<file path="src/rtl/custom_gate_pkg.sv">
// -----------------------------------------------------------------------------
// custom_gate_pkg
// Shared types and constants for the programmable custom gate family.
//   lut_state_t     : table-load FSM states (IDLE, LOAD, COMMIT), 2-bit encoding
//   lut_width(n)    : truth-table width for an n-input function (2^n)
//   POS_01357_INIT  : reset table of the legacy gate, 1 at minterms 2, 4, 6
// -----------------------------------------------------------------------------
package custom_gate_pkg;

    typedef enum logic [1:0] {
        IDLE   = 2'd0,
        LOAD   = 2'd1,
        COMMIT = 2'd2
    } lut_state_t;

    function automatic int lut_width(input int n);
        return 1 << n;
    endfunction

    localparam logic [7:0] POS_01357_INIT = 8'h54;

endpackage

</file>
<file path="src/rtl/custom_lut_cfg_shift.sv">
// -----------------------------------------------------------------------------
// custom_lut_cfg_shift
// Serial truth-table loader: FSM, bit counter and shadow shift register.
// The new table is assembled in the shadow and handed to the owner of the
// active table through a one-cycle commit strobe.
// Optional feature macro: CUSTOM_LUT_READBACK_EN (exports the bit counter).
// Ports:
//   clk, rst      : clock (rising edge), asynchronous active-high reset
//   cfg_start     : begin / restart a table load
//   cfg_valid     : cfg_bit valid this cycle
//   cfg_bit       : serial table bit, MSB first
//   cfg_ready     : registered, high exactly while in LOAD
//   commit        : registered one-cycle strobe, high while in COMMIT
//   shadow        : assembled table, valid while commit is high
//   bit_count     : (readback builds only) bits accepted so far in this load
// -----------------------------------------------------------------------------
module custom_lut_cfg_shift
    import custom_gate_pkg::*;
#(
    parameter int N_IN = 3
) (
    input  logic                       clk,
    input  logic                       rst,
    input  logic                       cfg_start,
    input  logic                       cfg_valid,
    input  logic                       cfg_bit,
    output logic                       cfg_ready,
    output logic                       commit,
    output logic [lut_width(N_IN)-1:0] shadow
`ifdef CUSTOM_LUT_READBACK_EN
    ,
    output logic [N_IN-1:0]            bit_count
`endif
);

    localparam int W = lut_width(N_IN);
    // Counter is N_IN bits wide: it runs 0..W-1 and the last bit is all-ones.
    localparam logic [N_IN-1:0] CNT_LAST = '1;

    lut_state_t      state;
    logic [N_IN-1:0] count;

    // NOTE: state and outputs are registers updated with non-blocking
    // assignments, so every branch below reads the pre-edge values.
    always_ff @(posedge clk or posedge rst) begin
        if (rst) begin
            state     <= IDLE;
            count     <= '0;
            shadow    <= '0;
            cfg_ready <= 1'b0;
            commit    <= 1'b0;
        end else begin
            commit <= 1'b0;
            case (state)
                IDLE: begin
                    if (cfg_start) begin
                        state     <= LOAD;
                        count     <= '0;
                        cfg_ready <= 1'b1;
                    end
                end
                LOAD: begin
                    if (cfg_start) begin
                        // Restart: any bit offered in this cycle is dropped.
                        count  <= '0;
                        shadow <= '0;
                    end else if (cfg_valid) begin
                        shadow <= {shadow[W-2:0], cfg_bit};
                        count  <= count + 1'b1;
                        if (count == CNT_LAST) begin
                            state     <= COMMIT;
                            cfg_ready <= 1'b0;
                            commit    <= 1'b1;
                        end
                    end
                end
                COMMIT: begin
                    // cfg_start is ignored here; a new load starts from IDLE.
                    state <= IDLE;
                end
                default: begin
                    state     <= IDLE;
                    cfg_ready <= 1'b0;
                end
            endcase
        end
    end

`ifdef CUSTOM_LUT_READBACK_EN
    assign bit_count = count;
`endif

endmodule

</file>
<file path="src/rtl/custom_lut_gate.sv">
// -----------------------------------------------------------------------------
// custom_lut_gate
// Run-time programmable N_IN-input Boolean function. The truth table (bit k =
// F(in_vec == k)) is loaded serially, MSB first, through a ready/valid port and
// swapped in atomically on commit. Evaluation is registered: one vector per
// cycle, result one cycle later.
// Optional feature macro: CUSTOM_LUT_READBACK_EN adds rb_bit, which streams the
// outgoing table MSB first while the new one streams in.
// Ports:
//   clk, rst   : clock (rising edge), asynchronous active-high reset
//   cfg_start  : begin / restart a table load
//   cfg_valid  : cfg_bit valid this cycle
//   cfg_bit    : serial table bit, MSB (index 2^N_IN-1) first
//   cfg_ready  : high in LOAD; bit accepted on cfg_valid & cfg_ready
//   cfg_done   : one-cycle pulse on commit of the new table
//   in_valid   : in_vec valid this cycle
//   in_vec     : function input vector (table index)
//   out_valid  : registered in_valid
//   out_f      : registered F(in_vec), holds when in_valid is low
//   lut_q      : active truth table
//   rb_bit     : (readback builds only) old-table bit for each accepted cfg bit
// -----------------------------------------------------------------------------
module custom_lut_gate
    import custom_gate_pkg::*;
#(
    parameter int                         N_IN = 3,
    parameter logic [lut_width(N_IN)-1:0] INIT = POS_01357_INIT
) (
    input  logic                       clk,
    input  logic                       rst,
    input  logic                       cfg_start,
    input  logic                       cfg_valid,
    input  logic                       cfg_bit,
    output logic                       cfg_ready,
    output logic                       cfg_done,
    input  logic                       in_valid,
    input  logic [N_IN-1:0]            in_vec,
    output logic                       out_valid,
    output logic                       out_f,
    output logic [lut_width(N_IN)-1:0] lut_q
`ifdef CUSTOM_LUT_READBACK_EN
    ,
    output logic                       rb_bit
`endif
);

    localparam int W = lut_width(N_IN);

    logic [W-1:0] shadow;
    logic         commit;
`ifdef CUSTOM_LUT_READBACK_EN
    logic [N_IN-1:0] bit_count;
`endif

    custom_lut_cfg_shift #(
        .N_IN (N_IN)
    ) u_cfg (
        .clk       (clk),
        .rst       (rst),
        .cfg_start (cfg_start),
        .cfg_valid (cfg_valid),
        .cfg_bit   (cfg_bit),
        .cfg_ready (cfg_ready),
        .commit    (commit),
        .shadow    (shadow)
`ifdef CUSTOM_LUT_READBACK_EN
        ,
        .bit_count (bit_count)
`endif
    );

    assign cfg_done = commit;

    // Table is loaded at the end of the COMMIT cycle, so evaluation in that
    // cycle still sees the old table and the next cycle sees the new one.
    always_ff @(posedge clk or posedge rst) begin
        if (rst) begin
            lut_q <= INIT;
        end else if (commit) begin
            lut_q <= shadow;
        end
    end

    // NOTE: out_f has no else branch but sits in a clocked block, so holding
    // its value infers an enable on the flop, not a latch.
    always_ff @(posedge clk or posedge rst) begin
        if (rst) begin
            out_valid <= 1'b0;
            out_f     <= 1'b0;
        end else begin
            out_valid <= in_valid;
            if (in_valid) begin
                out_f <= lut_q[in_vec];
            end
        end
    end

`ifdef CUSTOM_LUT_READBACK_EN
    // Accepted bit number `count` pairs with old-table index W-1-count, which
    // for an N_IN-bit counter is simply its bitwise inverse.
    always_ff @(posedge clk or posedge rst) begin
        if (rst) begin
            rb_bit <= 1'b0;
        end else if (cfg_ready && cfg_valid && !cfg_start) begin
            rb_bit <= lut_q[~bit_count];
        end
    end
`endif

endmodule
</file>
<file path="config.mk">
export PLATFORM = sky130hd
export DESIGN_NAME = custom_lut_gate
export DESIGN_NICKNAME = d
export VERILOG_FILES = /design/src/rtl/custom_gate_pkg.sv /design/src/rtl/custom_lut_cfg_shift.sv /design/src/rtl/custom_lut_gate.sv
export SDC_FILE = /design/constraint.sdc
export NUM_CORES = 1
export LEC_CHECK = 0
export BUFFER_PORTS_ARGS = -buffer_cell sky130_fd_sc_hd__buf_2
export CAP_MARGIN = 20
export CORE_UTILIZATION = 43
export DETAILED_ROUTE_END_ITERATION = 6
export GPL_TIMING_DRIVEN = 0
export PLACE_DENSITY = 0.64
export SYNTH_ARGS = -nofsm -noshare
export SYNTH_HDL_FRONTEND = slang
export SYNTH_SLANG_ARGS = --single-unit
</file>
<file path="constraint.sdc">
create_clock -name clk -period 1.5 [get_ports clk]
set_input_delay 0.15 -clock clk [delete_from_list [all_inputs] [get_ports clk]]
set_output_delay 0.15 -clock clk [all_outputs]
set_load 0.1 [all_outputs]
</file>
==> flow_metrics.py, run 1 <==
metrics = {
    "timing": {
        "setup_slack_ns": 0.05794,
        "fmax_ghz": 0.6935,
        "setup_viol": 0,
        "final_hold_viol_count": 0,
        "slew_viol_final": 0,
        "max_slew_margin_pct": 40.21,
        "skew_ns": 0.01048,
        "post-route-period-util_pct": 96.14,
        "min_period_ns": 1.442,
        "fin_setup_tns_ns": 0,
        "rsz0062_at_grt": "false",
        "worst-slew-pin-transition_ns": 0.8958,
    },
    "grt": {
        "grt_pass1_wl_mm": 2.863,
        "grt_pass1_vias": 662,
        "grt.total_usage_pct": 15.22,
        "overflow": 0,
        "antenna_found_initial": 0,
        "grt_max_degree": 26,
    },
    "floorplanning": {
        "initial_core_util_pct": 46.56,
        "die_width_um": 51.41,
        "io_pins": 21,
        "rows": 17,
        "die_h_um": 51.41,
        "die_area_um2": 2643,
        "core_area_um2": 2255,
    },
    "critical_path": {
        "arrival_ns": 1.29,
        "crit_required_ns": 1.35,
        "cp_max_fo": 3,
        "cp_slowest_cell": "dfstp_2",
        "path_buf_inv": 1,
        "critical-path-top-delay-family": "flip-flops",
        "max_stage_delay_ns": 0.56,
        "cp-start-kind": "register",
        "cp-end-kind": "primary output",
        "critPathKind": "reg2out",
        "path_cells": "buf_2",
    },
    "power": {
        "p_clk_share_pct": 26.6,
        "pwr-share-comb_pct": 9.6,
        "power_w": 0.001089,
        "swShare_pct": 24.51,
        "intPower_w": 0.0008219,
        "leakage_nw": 0.6216,
        "power_density_nw_per_um2": 893.4,
        "p_seq_share_pct": 63.7,
        "p_sw_w": 0.0002669,
        "ir_drop_v": 0.0005073,
    },
    "yosys": {
        "yosysWarnings": 0,
        "syn_inst": 77,
        "netlist_area_um2": 1050,
        "ys.flop_type": "dfrtp_1",
        "synth.distinct_cells": 24,
        "synth-edff-count": 0,
        "syn_avg_cell_area_um2": 13.63,
        "synth_most_common_cell": "dfrtp_1",
        "synth_commonest_cells": "dfrtp_1, mux2_2, a22o_1",
        "synth_area_leaders": "dfrtp_1, mux2_2, dfstp_2",
        "syn_nets": 88,
        "async_flop_share_pct": 100.0,
        "yosysTopAreaCell": "dfrtp_1",
        "synth_top_area_share_pct": 52.44,
        "yosysSeqAreaShare_pct": 59.95,
        "ys_ff_latch": 25,
    },
    "layout": {
        "post_layout_nonfiller_instances": 129,
        "area_growth_pct": 16.09,
        "diodes": 0,
        "nets": 113,
        "stdcell_area_um2": 1219,
        "final_layout_size_suffix_gt1_share_pct": 38.61,
        "n_fill_cell": 202,
    },
    "clocking": {
        "path_clk_slew_ns": 0.13,
        "cts_setup_buffers": 0,
        "cts_tree": "yes",
        "cts_sinks": 25,
        "cts.path.max_buffers": 2,
        "cts_buffers": 3,
        "ctsResizeCount": 0,
        "insertion_delay_ns": 0.31,
        "cts-root-buf": "clkbuf_4",
        "h-tree-depth": 1,
    },
    "drt": {
        "avgViaCountPerCell": 5.225,
        "drt-pass1-iter-count": 4,
        "drt-total-wl_mm": 1.703,
        "vias": 674,
        "wire_per_inst_um": 13.20,
        "drt_iter0_drc": 2,
        "drc_errors": 0,
        "ant_nets": 0,
    },
    "run_status": {
        "status": "finished, final reports clean",
    },
    "place": {
        "gp_congestion": 0.6692,
        "dp.cells": 124,
        "port_buffers": 19,
        "placed_area_um2": 1182,
        "dp_slack_ns": 0.1558,
    },
    "job": {
        "maxCapViolCount": 0,
    },
    "worst_hold_path": {
        "worstHoldPathType": "in2async",
    },
}
-- final timing paths --
path	from	endpoint	slack (ns)	depth (start not counted)
max	lut_q[2]$_DFFE_PP1P_	lut_q[2]	0.06	1
min	rst	lut_q[1]$_DFFE_PP0P_	0.003	2
max reg2reg	u_cfg.state[1]$_DFFE_PP0P_	u_cfg.shadow[4]$_DFFE_PP0P_	0.11	4
min reg2reg	u_cfg.count[1]$_DFFE_PP0P_	u_cfg.count[1]$_DFFE_PP0P_	0.51	1
max in group asynchronous	rst	u_cfg.commit$_DFF_PP0_	0.88	2
min in group clk	cfg_bit	u_cfg.shadow[0]$_DFFE_PP0P_	0.05	2
-- routing by layer --
layer	vias up	GRT usage (%)	routed length [µm]
met3	4	2.679	66
met1	328	17.86	764
met2	15	25.54	836
met4	0	9.459	36
met5	-	0	0
li1	327	-	-
-- metrics by stage --
step	hold WS [ns]	util [%]
floorplan	0.1750	-
global placement	0.2905	52.44
detailed placement	0.2911	52.44
CTS	0.03815	54.05
global route	0.05382	54.05
finish	0.002546	54.05
-- cell usage in the layout (no fill, tap or decap), drive strengths merged --
| cell | count |
|---|---|
| a21boi | 1 |
| a21oi | 3 |
| a22o | 8 |
| a31oi | 2 |
| and2 | 2 |
| buf | 21 |
| clkbuf | 5 |
| dfrtp | 22 |
| dfstp | 3 |
| dlygate4sd3 | 1 |
| ha | 2 |
| inv | 3 |
| mux2 | 9 |
| mux2i | 5 |
| mux4 | 1 |
| nand2 | 2 |
| nand2b | 1 |
| nor2 | 1 |
| nor2b | 3 |
| nor3b | 1 |
| o21ai | 3 |
| o21bai | 1 |
| or2 | 1 |
-- logic make-up after synthesis --
logic type               count (synthesis)  synth area share [%]
flip-flops                              25                 59.95
AO/OA/AOI/OAI                           18                 12.16
multiplexers                            15                 16.57
AND/OR/NAND/NOR                         11                 5.960
buffers and inverters                    6                 2.979
adder cells (fa/ha/maj)                  2                 2.383
-- power groups by stage --
stage | clock [W] | combinational [W] | sequential [W]
after floorplan | 0 | 0.0000409 | 0.000741
after global placement | 0 | 0.000103 | 0.000707
after detailed placement | 0 | 0.000105 | 0.000707
after CTS | 0.000303 | 0.000107 | 0.000694
after global routing | 0.000334 | 0.000114 | 0.000696
final | 0.000290 | 0.000105 | 0.000694
-- final cells by class --
cell class	instances	area, µm²	share of cell area [%]
repair buffers	20	105.1	8.624
inverters	3	11.26	0.9240
plain buffers	3	20.02	1.643
multi-input cells	46	389.1	31.93
flip-flops and latches	25	631.9	51.85
clock buffers	4	26.28	2.156
well taps	28	35.03	2.875
-- sequential cells by signal, indices dropped and copies added (netlist names) --
signal and count:
lut_q 8, u_cfg.shadow 8, u_cfg.count 3, u_cfg.state 2, out_f 1, out_valid 1
u_cfg.cfg_ready 1, u_cfg.commit 1
-- timing repair --
action | in CTS | in global routing
setup endpoints to repair | 0 | 0
hold buffers | 1 | 0
endpoints found under the hold margin | 1 | 0
(Power assumes the default switching activity.)
==> inputs of run 2 (changes only) <==
--- a/config.mk
+++ b/config.mk
@@ -10,6 +10,7 @@
 export CORE_UTILIZATION = 43
 export DETAILED_ROUTE_END_ITERATION = 6
 export GPL_TIMING_DRIVEN = 0
+export MAX_ROUTING_LAYER = met4
 export PLACE_DENSITY = 0.64
 export SYNTH_ARGS = -nofsm -noshare
 export SYNTH_HDL_FRONTEND = slang
==> run 2 against run 1 <==
  * Total power about the same
  * Count of clock-buffer cells in the layout unchanged
  * Worst setup slack improved by 0.0023 ns
  * Sequential cell count is the same
  * Critical endpoint unchanged
==> flow_metrics.py, run 2 (same netlist as run 1, synthesis figures left out) <==
metrics = {
    "timing": {
        "skew_ns": 0.01001,
        "min_period_ns": 1.440,
        "slew_viol_final": 0,
        "post-route-period-util_pct": 95.99,
        "holdWs_ns": 0.008209,
        "fmax_ghz": 0.6945,
        "final_hold_viol_count": 0,
        "max_slew_margin_pct": 39.73,
        "worst-slew-pin-transition_ns": 0.9031,
        "rsz0062_at_grt": "false",
        "fin_setup_tns_ns": 0,
        "setup_slack_ns": 0.06021,
        "setup_viol": 0,
    },
    "critical_path": {
        "critPathKind": "reg2out",
        "cp_slowest_cell": "dfstp_2",
        "path_cells": "buf_2",
        "arrival_ns": 1.29,
        "crit_required_ns": 1.35,
        "path_buf_inv": 1,
        "max_stage_delay_ns": 0.56,
        "cp-end-kind": "primary output",
        "crit_start": "lut_q[2]$_DFFE_PP1P_",
        "critical-path-top-delay-family": "flip-flops",
        "cp_max_fo": 3,
        "r2r-start": "u_cfg.state[1]$_DFFE_PP0P_",
        "cp-start-kind": "register",
    },
    "layout": {
        "diodes": 0,
        "nets": 113,
        "n_fill_cell": 202,
        "final_layout_size_suffix_gt1_share_pct": 38.61,
        "area_growth_pct": 16.09,
        "final_cell_mix": "buf_2, dfrtp_1, mux2_2, a22o_1, mux2i_1",
        "top_regs": "lut_q (8), u_cfg.shadow (8), u_cfg.count (3)",
    },
    "floorplanning": {
        "core_area_um2": 2255,
        "rows": 17,
        "die_h_um": 51.41,
        "die_width_um": 51.41,
        "die_area_um2": 2643,
        "initial_core_util_pct": 46.56,
        "io_pins": 21,
    },
    "clocking": {
        "cts.path.max_buffers": 2,
        "h-tree-depth": 1,
        "path_clk_slew_ns": 0.13,
        "cts_tree": "yes",
        "insertion_delay_ns": 0.31,
        "cts_buffers": 3,
        "ctsResizeCount": 0,
        "cts-root-buf": "clkbuf_4",
        "cts_sinks": 25,
    },
    "power": {
        "pwr-share-comb_pct": 9.7,
        "power_density_nw_per_um2": 892.6,
        "ir_drop_v": 0.0005039,
        "intPower_w": 0.0008218,
        "p_clk_share_pct": 26.5,
        "power_w": 0.001088,
        "swShare_pct": 24.45,
        "p_sw_w": 0.0002659,
        "leakage_nw": 0.6216,
        "p_seq_share_pct": 63.8,
    },
    "grt": {
        "grt.total_usage_pct": 15.64,
        "overflow": 0,
        "grt_pass1_vias": 663,
        "antenna_found_initial": 0,
        "grt_max_degree": 26,
        "grt_pass1_wl_mm": 2.856,
    },
    "drt": {
        "drt_iter0_drc": 4,
        "wire_per_inst_um": 13.20,
        "drt-pass1-iter-count": 6,
        "vias": 680,
        "drt-total-wl_mm": 1.703,
        "ant_nets": 0,
        "drc_errors": 0,
        "avgViaCountPerCell": 5.271,
    },
    "place": {
        "port_buffers": 19,
        "dp_slack_ns": 0.1558,
        "gp_congestion": 0.6757,
    },
    "run_status": {
        "status": "finished, final reports clean",
    },
    "worst_hold_path": {
        "worstHoldPathType": "in2async",
    },
    "job": {
        "maxCapViolCount": 0,
    },
}
## run 2: cell counts in the layout (fill, tap and decap cells not counted)
Identical to the previous run, type by type.
## run 2: per-stage QoR
stage | util, % | instances | cell area [µm²]
floorplan | - | 77 | 1052
global placement | 52.44 | 124 | 1182
detailed placement | 52.44 | 124 | 1182
CTS | 54.05 | 129 | 1219
global route | 54.05 | 129 | 1219
finish | 54.05 | 129 | 1219
## run 2: power groups by stage
stage          Sequential (W)  Clock, W  Combinational [W]
6_report             0.000694  0.000289           0.000105
3_5_place_dp         0.000707         0           0.000105
3_3_place_gp         0.000707         0           0.000103
2_1_floorplan        0.000741         0          0.0000409
5_1_grt              0.000696  0.000334           0.000114
4_1_cts              0.000694  0.000303           0.000107
## run 2: layer usage
metal  vias to the layer above  track usage (%)  share of wire (%)
li1                        329                -                  -
met5                         -                -                  0
met4                         0            9.459                1.3
met2                        17            25.54                 50
met3                         2            2.679                3.8
met1                       332            17.86                 45
## run 2: cell type report
| cell class | count | area (µm²) | share of cell area [%] |
|---|---|---|---|
| sequential | 25 | 631.9 | 51.85 |
| multi-input combinational | 46 | 389.1 | 31.93 |
| timing repair buffer | 20 | 105.1 | 8.624 |
| tap | 28 | 35.03 | 2.875 |
| clock buffer | 4 | 26.28 | 2.156 |
| buffer | 3 | 20.02 | 1.643 |
| inverter | 3 | 11.26 | 0.9240 |
## run 2: repair_timing
item,4_1_cts,5_1_grt
setup buffers,0,0
endpoints found under the hold margin,1,0
hold buffers,1,0
## run 2: worst paths after layout
| check | depth (start not counted) | to | slack (ns) |
|---|---|---|---|
| setup / recovery | 1 | lut_q[2] | 0.06 |
| hold / removal | 2 | lut_q[1]$_DFFE_PP0P_ | 0.008 |
| setup reg to reg | 4 | u_cfg.shadow[4]$_DFFE_PP0P_ | 0.12 |
| hold reg to reg | 1 | u_cfg.count[1]$_DFFE_PP0P_ | 0.51 |
| max in group asynchronous | 2 | u_cfg.commit$_DFF_PP0_ | 0.87 |
| min in group clk | 2 | u_cfg.shadow[0]$_DFFE_PP0P_ | 0.06 |
==> inputs of run 3 (changes only) <==
--- a/config.mk
+++ b/config.mk
@@ -5,13 +5,13 @@
 export SDC_FILE = /design/constraint.sdc
 export NUM_CORES = 1
 export LEC_CHECK = 0
+export ABC_AREA = 1
 export BUFFER_PORTS_ARGS = -buffer_cell sky130_fd_sc_hd__buf_2
 export CAP_MARGIN = 20
 export CORE_UTILIZATION = 43
 export DETAILED_ROUTE_END_ITERATION = 6
 export GPL_TIMING_DRIVEN = 0
 export MAX_ROUTING_LAYER = met4
-export PLACE_DENSITY = 0.64
 export SYNTH_ARGS = -nofsm -noshare
 export SYNTH_HDL_FRONTEND = slang
 export SYNTH_SLANG_ARGS = --single-unit
==> run 3 against run 2 <==
  * Via count up 22%
  * Register-to-register slack improved by 0.11 ns
  * Final cell count rose by 31%
  * Clock skew is 0.0052 ns lower
  * Synthesized cell count increased by 51%
  * Worst setup slack gained 0.015 ns
  * Fmax increased by 1.0%
  * Synthesized area is 4.2% higher
  * Worst hold slack improved by 0.0036 ns
  * Sequential share of layout area shrank 2.1 points
  * Design area rose by 3.8%
==> flow_metrics.py, run 3 <==
metrics = {
    "run_status": {
        "status": "finished, final reports clean",
    },
    "layout": {
        "area_growth_pct": 15.67,
        "nets": 153,
        "final_cell_mix": "inv_1, dfrtp_1, buf_2, nand2_1",
        "final_layout_size_suffix_gt1_share_pct": 26.95,
        "diodes": 0,
        "post_layout_nonfiller_instances": 169,
        "fin_util_pct": 55.07,
        "top_regs": "lut_q (8), u_cfg.shadow (8), u_cfg.count (3)",
    },
    "timing": {
        "rsz0062_at_grt": "false",
        "max_slew_margin_pct": 39.92,
        "setup_viol": 0,
        "final_hold_viol_count": 0,
        "post-route-period-util_pct": 95.02,
        "slew_viol_final": 0,
        "worst-slew-pin-transition_ns": 0.9002,
        "fmax_ghz": 0.7016,
        "fin_setup_tns_ns": 0,
        "min_period_ns": 1.425,
        "skew_ns": 0.004809,
    },
    "place": {
        "dp.cells": 164,
        "dpl.hpwl_mm": 1.469,
        "port_buffers": 20,
        "gp_congestion": 0.7731,
    },
    "critical_path": {
        "r2r-start": "u_cfg.count[0]$_DFFE_PP0P_",
        "path_buf_inv": 1,
        "arrival_ns": 1.28,
        "critPathKind": "reg2out",
        "crit_start": "lut_q[6]$_DFFE_PP1P_",
        "critical-path-top-delay-family": "flip-flops",
        "cp-start-kind": "register",
        "max_stage_delay_ns": 0.55,
        "cp_max_fo": 2,
        "cp-end-kind": "primary output",
        "path_cells": "buf_2",
        "cp_slowest_cell": "dfstp_2",
        "crit_required_ns": 1.35,
    },
    "grt": {
        "grt_pass1_wl_mm": 3.401,
        "grt_max_degree": 26,
        "grt_pass1_vias": 786,
        "overflow": 0,
        "grt.total_usage_pct": 18.07,
        "antenna_found_initial": 0,
    },
    "clocking": {
        "cts.path.max_buffers": 2,
        "cts_tree": "yes",
        "ctsResizeCount": 0,
        "hold_buffers": 1,
        "cts_buffers": 3,
        "cts-root-buf": "clkbuf_4",
        "cts_sinks": 25,
        "h-tree-depth": 1,
        "path_clk_slew_ns": 0.13,
        "cts_setup_buffers": 0,
        "insertion_delay_ns": 0.31,
    },
    "job": {
        "maxCapViolCount": 0,
    },
    "yosys": {
        "synth_top_area_share_pct": 50.34,
        "ys_ff_latch": 25,
        "syn_nets": 127,
        "synth-edff-count": 0,
        "netlist_area_um2": 1094,
        "ys.flop_type": "dfrtp_1",
        "yosysTopAreaCell": "dfrtp_1",
        "synth.distinct_cells": 22,
        "yosysSeqAreaShare_pct": 57.55,
        "yosysWarnings": 0,
        "async_flop_share_pct": 100.0,
        "synth_area_leaders": "dfrtp_1, inv_1, dfstp_2",
        "syn_avg_cell_area_um2": 9.427,
        "synth_commonest_cells": "dfrtp_1, inv_1, nand2_1",
        "syn_inst": 116,
    },
    "drt": {
        "vias": 827,
        "drt_iter0_drc": 22,
        "drt-total-wl_mm": 1.982,
        "drt-pass1-iter-count": 4,
        "wire_per_inst_um": 11.73,
        "ant_nets": 0,
        "avgViaCountPerCell": 4.893,
        "drc_errors": 0,
    },
    "floorplanning": {
        "initial_core_util_pct": 47.60,
        "io_pins": 21,
        "die_area_um2": 2749,
        "core_area_um2": 2297,
        "die_width_um": 52.43,
        "rows": 17,
        "die_h_um": 52.43,
    },
    "power": {
        "power_density_nw_per_um2": 1773,
        "leakage_nw": 0.6432,
        "ir_drop_v": 0.0009386,
    },
    "worst_hold_path": {
        "worstHoldPathType": "in2async",
    },
}
-- run 3: changes by cell type after synthesis, moves of 3 or more --
cell / change
inv_1: +19
nand2_1: +18
mux2_2: -9
nand3_1: +9
a22o_1: -8
o21ai_0: +7
o22ai_1: +7
mux2i_1: -5
nand2_2: +3
nor2b_1: -3
-- run 3: stage by stage --
step,power [W],instance area (µm²),setup WS (ns),hold slack [ns]
floorplan,0.001783,1094,0.002998,0.1751
global placement,0.001946,1229,0.2772,0.2893
detailed placement,0.001969,1229,0.2528,0.2927
CTS,0.002268,1265,0.05496,0.03656
global route,0.002386,1265,0.03250,0.04742
finish,0.002243,1265,0.07476,0.01181
-- run 3: cell families (layout without fill, tap and decap cells) --
group | after synthesis | in the layout | share of synthesized area (%)
DFF | 25 | 25 | 57.55
buffers and inverters | 26 | 51 | 9.268
AOI/OAI and AO/OA | 22 | 22 | 12.24
and+or+nand+nor | 41 | 41 | 18.65
adders and majority gates | 2 | 2 | 2.288
-- run 3: path summary, 6_finish.rpt --
kind	endpoint	slack [ns]	cells after the start
setup / recovery	lut_q[6]	0.07	1
min in group clk	u_cfg.state[1]$_DFFE_PP0P_	0.06	2
hold reg to reg	u_cfg.count[0]$_DFFE_PP0P_	0.50	1
setup reg to reg	u_cfg.cfg_ready$_DFFE_PP0P_	0.23	6
max in group asynchronous	u_cfg.count[2]$_DFFE_PP0P_	0.94	2
hold / removal	out_valid$_DFF_PP0_	0.01	2
-- run 3: final cells by class --
| type | instances | area, µm² |
|---|---|---|
| timing repair buffer | 21 | 110.1 |
| inverter | 25 | 96.34 |
| fill | 229 | 1032 |
| clock buffer | 4 | 26.28 |
| sequential | 25 | 629.4 |
| tap | 28 | 35.03 |
| buffer | 1 | 5.005 |
| multi-input combinational | 65 | 362.8 |
-- run 3: where the power goes --
group          internal, W  switching (W)
combinational     0.000216       0.000819
clock             0.000104       0.000189
sequential        0.000818      0.0000972
total              0.00114        0.00111
-- run 3: routing by layer --
layer	wire [µm]	vias up	track usage [%]
met2	868	17	25.95
met3	64	2	3.478
met1	1026	388	24.25
met5	0	-	-
li1	-	420	-
met4	23	0	9.211
